## src/rtl/uart_pkg.sv

```systemverilog
// Shared UART definitions: FSM state encoding and line-level constants
// used by both the transmitter and the receiver.
package uart_pkg;

  typedef enum logic [2:0] {
    IDLE,
    START,
    DATA,
    PARITY,
    STOP
  } uart_state_e;

  localparam logic START_BIT = 1'b0;
  localparam logic STOP_BIT  = 1'b1;
  localparam logic PAR_EVEN  = 1'b0;
  localparam logic PAR_ODD   = 1'b1;

endpackage

```

## src/rtl/uart_tx_bit_timer.sv

```systemverilog
// Bit timing for the UART transmitter: a prescale counter that wraps once per
// bit period, plus the payload bit index that advances on each wrap.
module uart_tx_bit_timer
  import uart_pkg::*;
#(
  parameter int DATA_WIDTH = 8,
  parameter int PRESCALE_W = 6,
  parameter int IDX_W      = (DATA_WIDTH > 1) ? $clog2(DATA_WIDTH) : 1
) (
  input  logic                  clk,
  input  logic                  rst,
  input  logic                  clear_i,
  input  logic                  en_i,
  input  logic                  idx_en_i,
  input  logic [PRESCALE_W-1:0] prescale_i,
  output logic                  bit_done_o,
  output logic                  last_bit_o,
  output logic [IDX_W-1:0]      bit_idx_o
);

  localparam logic [PRESCALE_W-1:0] PRE_ONE  = PRESCALE_W'(1);
  localparam logic [IDX_W-1:0]      IDX_ONE  = IDX_W'(1);
  localparam logic [IDX_W-1:0]      IDX_LAST = IDX_W'(DATA_WIDTH - 1);

  logic [PRESCALE_W-1:0] cnt_q, cnt_d;
  logic [IDX_W-1:0]      idx_q, idx_d;
  logic                  wrap;

  // prescale_i is never zero while enabled: the top latches 0 as 1
  assign wrap = en_i && (cnt_q == (prescale_i - PRE_ONE));

  always_comb begin
    cnt_d = cnt_q;
    idx_d = idx_q;
    if (clear_i) begin
      cnt_d = '0;
      idx_d = '0;
    end else if (en_i) begin
      cnt_d = wrap ? '0 : (cnt_q + PRE_ONE);
      if (wrap && idx_en_i) begin
        idx_d = (idx_q == IDX_LAST) ? '0 : (idx_q + IDX_ONE);
      end
    end else begin
      cnt_d = '0;
    end
  end

  always_ff @(posedge clk or negedge rst) begin
    if (!rst) begin
      cnt_q <= '0;
      idx_q <= '0;
    end else begin
      cnt_q <= cnt_d;
      idx_q <= idx_d;
    end
  end

  assign bit_done_o = wrap;
  assign last_bit_o = (idx_q == IDX_LAST);
  assign bit_idx_o  = idx_q;

endmodule

```

## src/rtl/uart_tx_frame.sv

```systemverilog
// UART transmitter: accepts a parallel byte and serialises one frame
// (start, data LSB-first, optional parity, stop) with a registered TX_OUT.
module uart_tx_frame
  import uart_pkg::*;
#(
  parameter int DATA_WIDTH = 8,
  parameter int PRESCALE_W = 6
) (
  input  logic                  clk,
  input  logic                  rst,
  input  logic [DATA_WIDTH-1:0] P_DATA,
  input  logic                  Data_Valid,
  input  logic                  PAR_EN,
  input  logic                  PAR_TYP,
  input  logic [PRESCALE_W-1:0] Prescale,
  output logic                  TX_OUT,
  output logic                  busy
);

  localparam int IDX_W = (DATA_WIDTH > 1) ? $clog2(DATA_WIDTH) : 1;
  localparam logic [IDX_W-1:0]      IDX_ONE = IDX_W'(1);
  localparam logic [PRESCALE_W-1:0] PRE_ONE = PRESCALE_W'(1);

  uart_state_e state_q, state_d;

  logic [DATA_WIDTH-1:0] data_q;
  logic                  par_en_q;
  logic                  par_typ_q;
  logic [PRESCALE_W-1:0] prescale_q;
  logic                  tx_q, tx_d;
  logic                  busy_q, busy_d;

  logic                  accept;
  logic                  bit_done;
  logic                  last_bit;
  logic [IDX_W-1:0]      bit_idx;
  logic [IDX_W-1:0]      next_idx;
  logic                  par_bit;

  assign accept  = (state_q == IDLE) && Data_Valid;
  assign par_bit = (^data_q) ^ (par_typ_q == PAR_ODD);

  uart_tx_bit_timer #(
    .DATA_WIDTH(DATA_WIDTH),
    .PRESCALE_W(PRESCALE_W),
    .IDX_W     (IDX_W)
  ) u_timer (
    .clk       (clk),
    .rst       (rst),
    .clear_i   (accept),
    .en_i      (state_q != IDLE),
    .idx_en_i  (state_q == DATA),
    .prescale_i(prescale_q),
    .bit_done_o(bit_done),
    .last_bit_o(last_bit),
    .bit_idx_o (bit_idx)
  );

  always_ff @(posedge clk or negedge rst) begin
    if (!rst) begin
      state_q <= IDLE;
      tx_q    <= STOP_BIT;
      busy_q  <= 1'b0;
    end else begin
      state_q <= state_d;
      tx_q    <= tx_d;
      busy_q  <= busy_d;
    end
  end

  // Frame fields are frozen at accept so mid-frame input changes are harmless
  always_ff @(posedge clk or negedge rst) begin
    if (!rst) begin
      data_q     <= '0;
      par_en_q   <= 1'b0;
      par_typ_q  <= 1'b0;
      prescale_q <= '0;
    end else if (accept) begin
      data_q     <= P_DATA;
      par_en_q   <= PAR_EN;
      par_typ_q  <= PAR_TYP;
      prescale_q <= (Prescale == '0) ? PRE_ONE : Prescale;
    end
  end

  always_comb begin
    state_d = state_q;
    case (state_q)
      IDLE:    if (Data_Valid) state_d = START;
      START:   if (bit_done) state_d = DATA;
      DATA:    if (bit_done && last_bit) state_d = par_en_q ? PARITY : STOP;
      PARITY:  if (bit_done) state_d = STOP;
      STOP:    if (bit_done) state_d = IDLE;
      default: state_d = IDLE;
    endcase
  end

  // Output is registered, so the mux looks at the state being entered
  always_comb begin
    next_idx = bit_idx;
    if ((state_q == DATA) && bit_done) begin
      next_idx = bit_idx + IDX_ONE;
    end
    tx_d   = STOP_BIT;
    busy_d = (state_d != IDLE);
    case (state_d)
      IDLE:    tx_d = STOP_BIT;
      START:   tx_d = START_BIT;
      DATA:    tx_d = data_q[next_idx];
      PARITY:  tx_d = par_bit;
      STOP:    tx_d = STOP_BIT;
      default: tx_d = STOP_BIT;
    endcase
  end

  assign TX_OUT = tx_q;
  assign busy   = busy_q;

endmodule
```

## config.mk

```make
export PLATFORM = sky130hd
export DESIGN_NAME = uart_tx_frame
export DESIGN_NICKNAME = d
export VERILOG_FILES = /design/src/rtl/uart_pkg.sv /design/src/rtl/uart_tx_bit_timer.sv /design/src/rtl/uart_tx_frame.sv
export SDC_FILE = /design/constraint.sdc
export NUM_CORES = 1
export LEC_CHECK = 0
export ABC_AREA = 1
export BUFFER_PORTS_ARGS = -buffer_cell sky130_fd_sc_hd__buf_2
export CELL_PAD_IN_SITES_DETAIL_PLACEMENT = 0
export CELL_PAD_IN_SITES_GLOBAL_PLACEMENT = 2
export CORE_ASPECT_RATIO = 0.7
export CORE_MARGIN = 1
export CORE_UTILIZATION = 25
export DETAILED_ROUTE_END_ITERATION = 16
export GPL_TIMING_DRIVEN = 1
export PLACE_DENSITY = 0.63
export REMOVE_ABC_BUFFERS = 1
export SETUP_SLACK_MARGIN = 0.02
export SLEW_MARGIN = 20
export SYNTH_ARGS = -nofsm -noshare
export SYNTH_HDL_FRONTEND = slang
export SYNTH_SLANG_ARGS = --single-unit
export TNS_END_PERCENT = 1
```

## constraint.sdc

```tcl
create_clock -name clk -period 6.1 [get_ports clk]
set_clock_uncertainty 0.1 [all_clocks]
set_input_delay 1.22 -clock clk [delete_from_list [all_inputs] [get_ports clk]]
set_output_delay 1.22 -clock clk [all_outputs]
set_load 0.05 [all_outputs]
```

# Word level (Yosys, flattened, before mapping)

Index checks and enable logic that the tools add are counted.

Output and inout bits: 2
Register bits after elaboration: 30
Input port bits: 19
Logic and storage cells: 54

Reduce and logical (&&, ||, !) cells: 12
Equality and inequality tests: 9
Bitwise operators: 1
Magnitude comparators: 1
Mux-type cells: 19
Add/sub/neg operators: 3

Operator list:

| kind                | number |
|---|---|
| $mux 3              | 11 |
| $mux 6              | 4 |
| $pmux 3 s5          | 1 |
| $eq 3x2->1 const B  | 4 |
| $reduce_xor 8->1    | 1 |
| $add 6x1->6 const B | 1 |
| $eq 3x1->1 const B  | 2 |
| $eq 3x3->1 const B  | 2 |
| $eq 6x6->1          | 1 |
| $logic_not 6->1     | 1 |
| $reduce_bool 3->1   | 2 |
| $sub 6x1->6 const B | 1 |
| $logic_and 1x1->1   | 4 |
| $lt 3x4->1 const B  | 1 |
| $reduce_bool 2->1   | 2 |
| $add 3x1->3 const B | 1 |
| $bmux 1 s3          | 1 |
| $logic_not 3->1     | 1 |
| $pmux 1 s3          | 1 |
| $reduce_and 2->1    | 1 |
| $mux 1              | 1 |
| $xor 1x1->1         | 1 |

# Logic depth before layout (Yosys ltp)

Depth after elaboration: 8
Mapped depth: 18
Mapped depth without buffers: 18

# Cells and area by module

From an unflattened synthesis, not the netlist that was laid out.

Cells, all modules: 277
Area total of the unflattened synthesis: 2008.2 um^2

Modules (own cells, without submodules):

| module            | area each (um^2) | cells an instance | times used |
|---|---|---|---|
| uart_tx_frame     | 1238.7           | 156               | 1 |
| uart_tx_bit_timer | 769.5            | 121               | 1 |

# Worst setup path before layout

No wires, ideal clock.

Kind: input port to flip-flop
Start: input port Data_Valid
End: register data_q[0]
Path slack: 3.996 ns
Data arrival time: 1.938 ns
Path buffers: 2
Library setup time: 0.066 ns
Stages on the path: 5
Required time: 5.934 ns
Cell sequence: nand2_1 > clkbuf_1 > clkbuf_1 > nand2_1 > nand2_1

Cells in the longest elaborated chain, start to end: 1

RTL lines:

| what                   | line                | RTL |
|---|---|---|
| start: declaration     | uart_tx_frame.sv:12 | `input logic Data_Valid,` |
| $logic_and 1x1->1      | uart_tx_frame.sv:40 | `assign accept = (state_q == IDLE) && Data_Valid;` |
| end signal: assignment | uart_tx_frame.sv:74 | `data_q <= '0;` |
| end signal: assignment | uart_tx_frame.sv:79 | `data_q <= P_DATA;` |
| end: declaration       | uart_tx_frame.sv:26 | `logic [DATA_WIDTH-1:0] data_q;` |

Every way passes these cells.
A chain may end at the register's enable or synchronous reset.

# Worst setup path in the final report

Start: input port Data_Valid
End: register tx_q, in the netlist TX_OUT

Cells in the longest elaborated chain, start to end: 4

RTL lines:

| what                                     | line                 | RTL |
|---|---|---|
| $mux 3 *                                 | uart_tx_frame.sv:89  | `IDLE: if (Data_Valid) state_d = START;` |
| $pmux 3 s5 *                             | uart_tx_frame.sv:88  | `case (state_q)` |
| net state_d[0]                           | uart_tx_frame.sv:24  | `uart_state_e state_q, state_d;` |
| $eq 3x2->1 or $eq 3x1->1 (tied branches) | uart_tx_frame.sv:106 | `case (state_d)` |
| $pmux 1 s3 *                             | uart_tx_frame.sv:106 |  |
| net tx_d                                 | uart_tx_frame.sv:30  | `logic tx_q, tx_d;` |
| end signal: assignment                   | uart_tx_frame.sv:66  | `tx_q <= tx_d;` |
| end: declaration                         | uart_tx_frame.sv:30  |  |

Mark *: on every way through the listed nets, which the timed path passes. The rest lies on a longest branch.

==> impl_metrics.json <==
{
  "run_status": "finished clean",
  "setup.worst_path.class": "input port to register",
  "leakage_uw": 0.00109,
  "dp_cells": 341,
  "timing.final.crit_share_pct": 45.7,
  "grt_start_max_net_pins": 31,
  "cts_bufs_inserted": 5,
  "remaining_drc_errors": 0,
  "num_antenna_cells": 0,
  "synth_ff_type": "dfrtp_1",
  "number_of_nets_in_the_layout": 277,
  "numPortBuffers": 20,
  "grtUsageMet1_pct": 19.7,
  "min_period_ns": 2.79,
  "grt_setup_unrepaired": "no",
  "setup.worst_path.start_class": "input port",
  "cts_sinks": 30,
  "clkPwrFrac_pct": 20.9,
  "achievable-frequency_mhz": 358,
  "clockBufferDepth": 2,
  "cp_cell_sequence": "buf_2 > nand2_1 > inv_1 > a21oi_1 > nand2_2 > nor2_1 > nand3_1 > nand2_1",
  "synthCells": 230,
  "cts.reportedPaths.clkPinSlew_ns": 0.07,
  "report.final.slew_viol_count": 0,
  "max_cap_viol_count": 0,
  "layout.cells.non_filler": 349,
  "power.switching_fraction_pct": 42.9,
  "crit_required_ns": 6.23,
  "critical_path.most_common_cell": "nand2_1",
  "synth_async_sr_flop_share_pct": 100,
  "r2r-start": "state_q[2]",
  "detailroute.via_count": 1406,
  "cts_hold_buffers": 0,
  "synthToLayoutAreaGrowth_pct": 17.6,
  "grt_use_met2_pct": 17.5,
  "routed_wire_length_per_instance_um": 11.7,
  "aggregate_routed_wire_length_mm": 4.10,
  "cts_resized": 0,
  "drive_gt1_share_pct": 18.8,
  "groute.usage.overall_pct": 13.0,
  "slowest_stage_cell_cp": "nand2_1",
  "grt_first_pass_wirelength_mm": 7.22,
  "die_area_um2": 7500,
  "synth_enable_flop_cells": 0,
  "synthesis.area_um2": 1790,
  "drt-pass1-iter-count": 4,
  "fillerInstances": 761,
  "ir_drop_mv": 0.149,
  "p_int_uw": 545,
  "regArea_um2": 752,
  "worst_slew_pin_slew_ns": 0.698,
  "chip_width_um": 103,
  "placement_rows": 25,
  "core_region_area_um2": 6820,
  "pwr-share-seq_pct": 34.2,
  "vias_in_the_first_global_route": 1413,
  "die_h_um": 72.8,
  "critical_path.startpoint": "Data_Valid",
  "max_stage_delay_ns": 0.48,
  "overflow_left_after_global_routing": 0,
  "gr_layer_usage_met3_pct": 3.45,
  "post_drt_via_cell_ratio": 4.03,
  "globalRoute.busiestLayer": "met1",
  "detailedPlace.worstSlack_ns": 2.94,
  "critical_path.endpoint_type": "register",
  "pin_count": 21,
  "dp_hpwl_mm": 3.11,
  "cts_root_buffer": "clkbuf_8",
  "synth_area_per_cell_um2": 7.78,
  "drt_iter0_drc": 58,
  "multi_input_comb_area_um2": 912,
  "grt_antenna_before_repair": 0,
  "yosys_warnings": 0,
  "worst-endpoint-arrival_ns": 2.92,
  "setup_violations": 0,
  "share_comb_of_total_power_pct": 45.0,
  "powerDensity_nw_per_um2": 454,
  "cts.repair_timing.setup_buffer_count": 0,
  "hold_start": "par_en_q",
  "route.antenna.remaining_nets": 0,
  "floorplan.initialDensity_pct": 26.2,
  "post-route-worst-setup-slack_ns": 3.31,
  "switching_power_uw": 410,
  "ys_seq_elements": 30,
  "tritoncts": "done",
  "globalplace.congestion": 0.696,
  "synth_cell_types": 32,
  "holdCritPathClass": "register to register",
  "setup_total_negative_slack_ns": 0,
  "htree_levels": 2,
  "clkLatencyLatePin_ns": 0.28,
  "largest_fanout_on_the_critical_path": 20,
  "timing.final.hold_violations": 0,
  "slew-limit-headroom_pct": 53.5,
  "synth_seq_area_share_pct": 42.0
}
==> power groups by stage <==
stage | clock [uW] | combinational (uW) | sequential (uW)
finish | 199 | 430 | 326
global route | 214 | 496 | 338
CTS | 206 | 437 | 327
detailed placement | 0 | 434 | 331
global placement | 0 | 439 | 332
floorplan | 0 | 329 | 333
==> worst paths after layout <==
path | end | slack [ns] | cells past startpoint
max | TX_OUT | 3.31 | 8
min | par_en_q | 0.40 | 2
max reg2reg | TX_OUT | 3.51 | 11
min reg2reg | par_en_q | 0.40 | 2
max in group asynchronous | prescale_q[0] | 4.56 | 1
min in group asynchronous | u_timer.cnt_q[2] | 0.88 | 1
==> layout make-up <==
class / instances / area share (%)
multi-input cells: 167 / 43.3
flip-flops and latches: 30 / 35.7
well taps: 94 / 5.59
inverters: 30 / 5.41
repair buffers: 20 / 4.76
clock buffers: 5 / 3.27
clock inverters: 3 / 1.90
==> registers in the layout (all words and copies together), names as in the netlist <==
signal	flops
u_timer.bit_idx_o	3
par_en_q	1
u_timer.cnt_q	6
data_q	8
TX_OUT	1
busy	1
state_q	3
par_typ_q	1
prescale_q	6
==> cells in the final DEF (no fill, tap or decap), types with 3 or more instances in the layout <==
master	instances
nand2_1	82
dfrtp_1	29
inv_1	25
buf_2	20
nor2_1	17
nand3_1	15
o21ai_0	7
xnor2_1	5
xor2_1	5
clkbuf_8	5
inv_2	4
nor3_1	4
nand4_1	4
ha_1	4
nand2_4	3
clkinv_2	3
o21ai_1	3
==> routing by layer <==
| layer | vias to the layer above | part of all wire (%) |
|---|---|---|
| li1 | 768 | - |
| met1 | 606 | 58 |
| met2 | 28 | 37 |
| met3 | 4 | 4.4 |
| met4 | 0 | 1.1 |
| met5 | - | 0 |
==> through the flow <==
step                      total power (uW)  utilization [%]  hold slack (ns)  area [um^2]
after CTS                              970             30.9            0.403         2100
after global placement                 772             29.3            0.390         2000
final                                  955             30.9            0.404         2100
after floorplan                        662                -            0.362         1780
after global routing                  1050             30.9            0.439         2100
after detailed placement               765             29.3            0.383         2000
==> critical path: cells and delay by family <==
kind | cells | cell delay, ns
compound gates | 1 | 0.30
buf+inv | 2 | 0.53
simple gates | 5 | 0.85
==> logic make-up (layout without fill, tap and decap cells) <==
kind of cell / after synthesis / count (layout) / synth area share [%]
simple gates: 135 / 135 / 35.7
fa+ha+maj: 4 / 4 / 2.80
buf+inv: 33 / 58 / 6.99
compound gates: 16 / 16 / 5.11
flops: 30 / 30 / 42.0
xor+xnor: 12 / 12 / 7.34
==> Yosys cell counts, types with 2 or more instances <==
library cell / number / area [um^2]
ha_1: 4 / 50.1
o21ai_0: 7 / 35.0
nor3_1: 4 / 20.0
nand2_2: 2 / 12.5
nand2_4: 3 / 33.8
nand4_1: 4 / 25.0
o21ai_1: 3 / 15.0
a21oi_1: 2 / 10.0
xnor2_1: 5 / 43.8
xor2_1: 5 / 43.8
inv_1: 25 / 93.8
inv_2: 4 / 15.0
nand3b_1: 2 / 15.0
dfrtp_1: 29 / 726
nand3_1: 15 / 75.1
nor2_1: 17 / 63.8
clkbuf_1: 3 / 11.3
nand2_1: 82 / 308
Note: power is estimated with default switching activity, not from simulation.
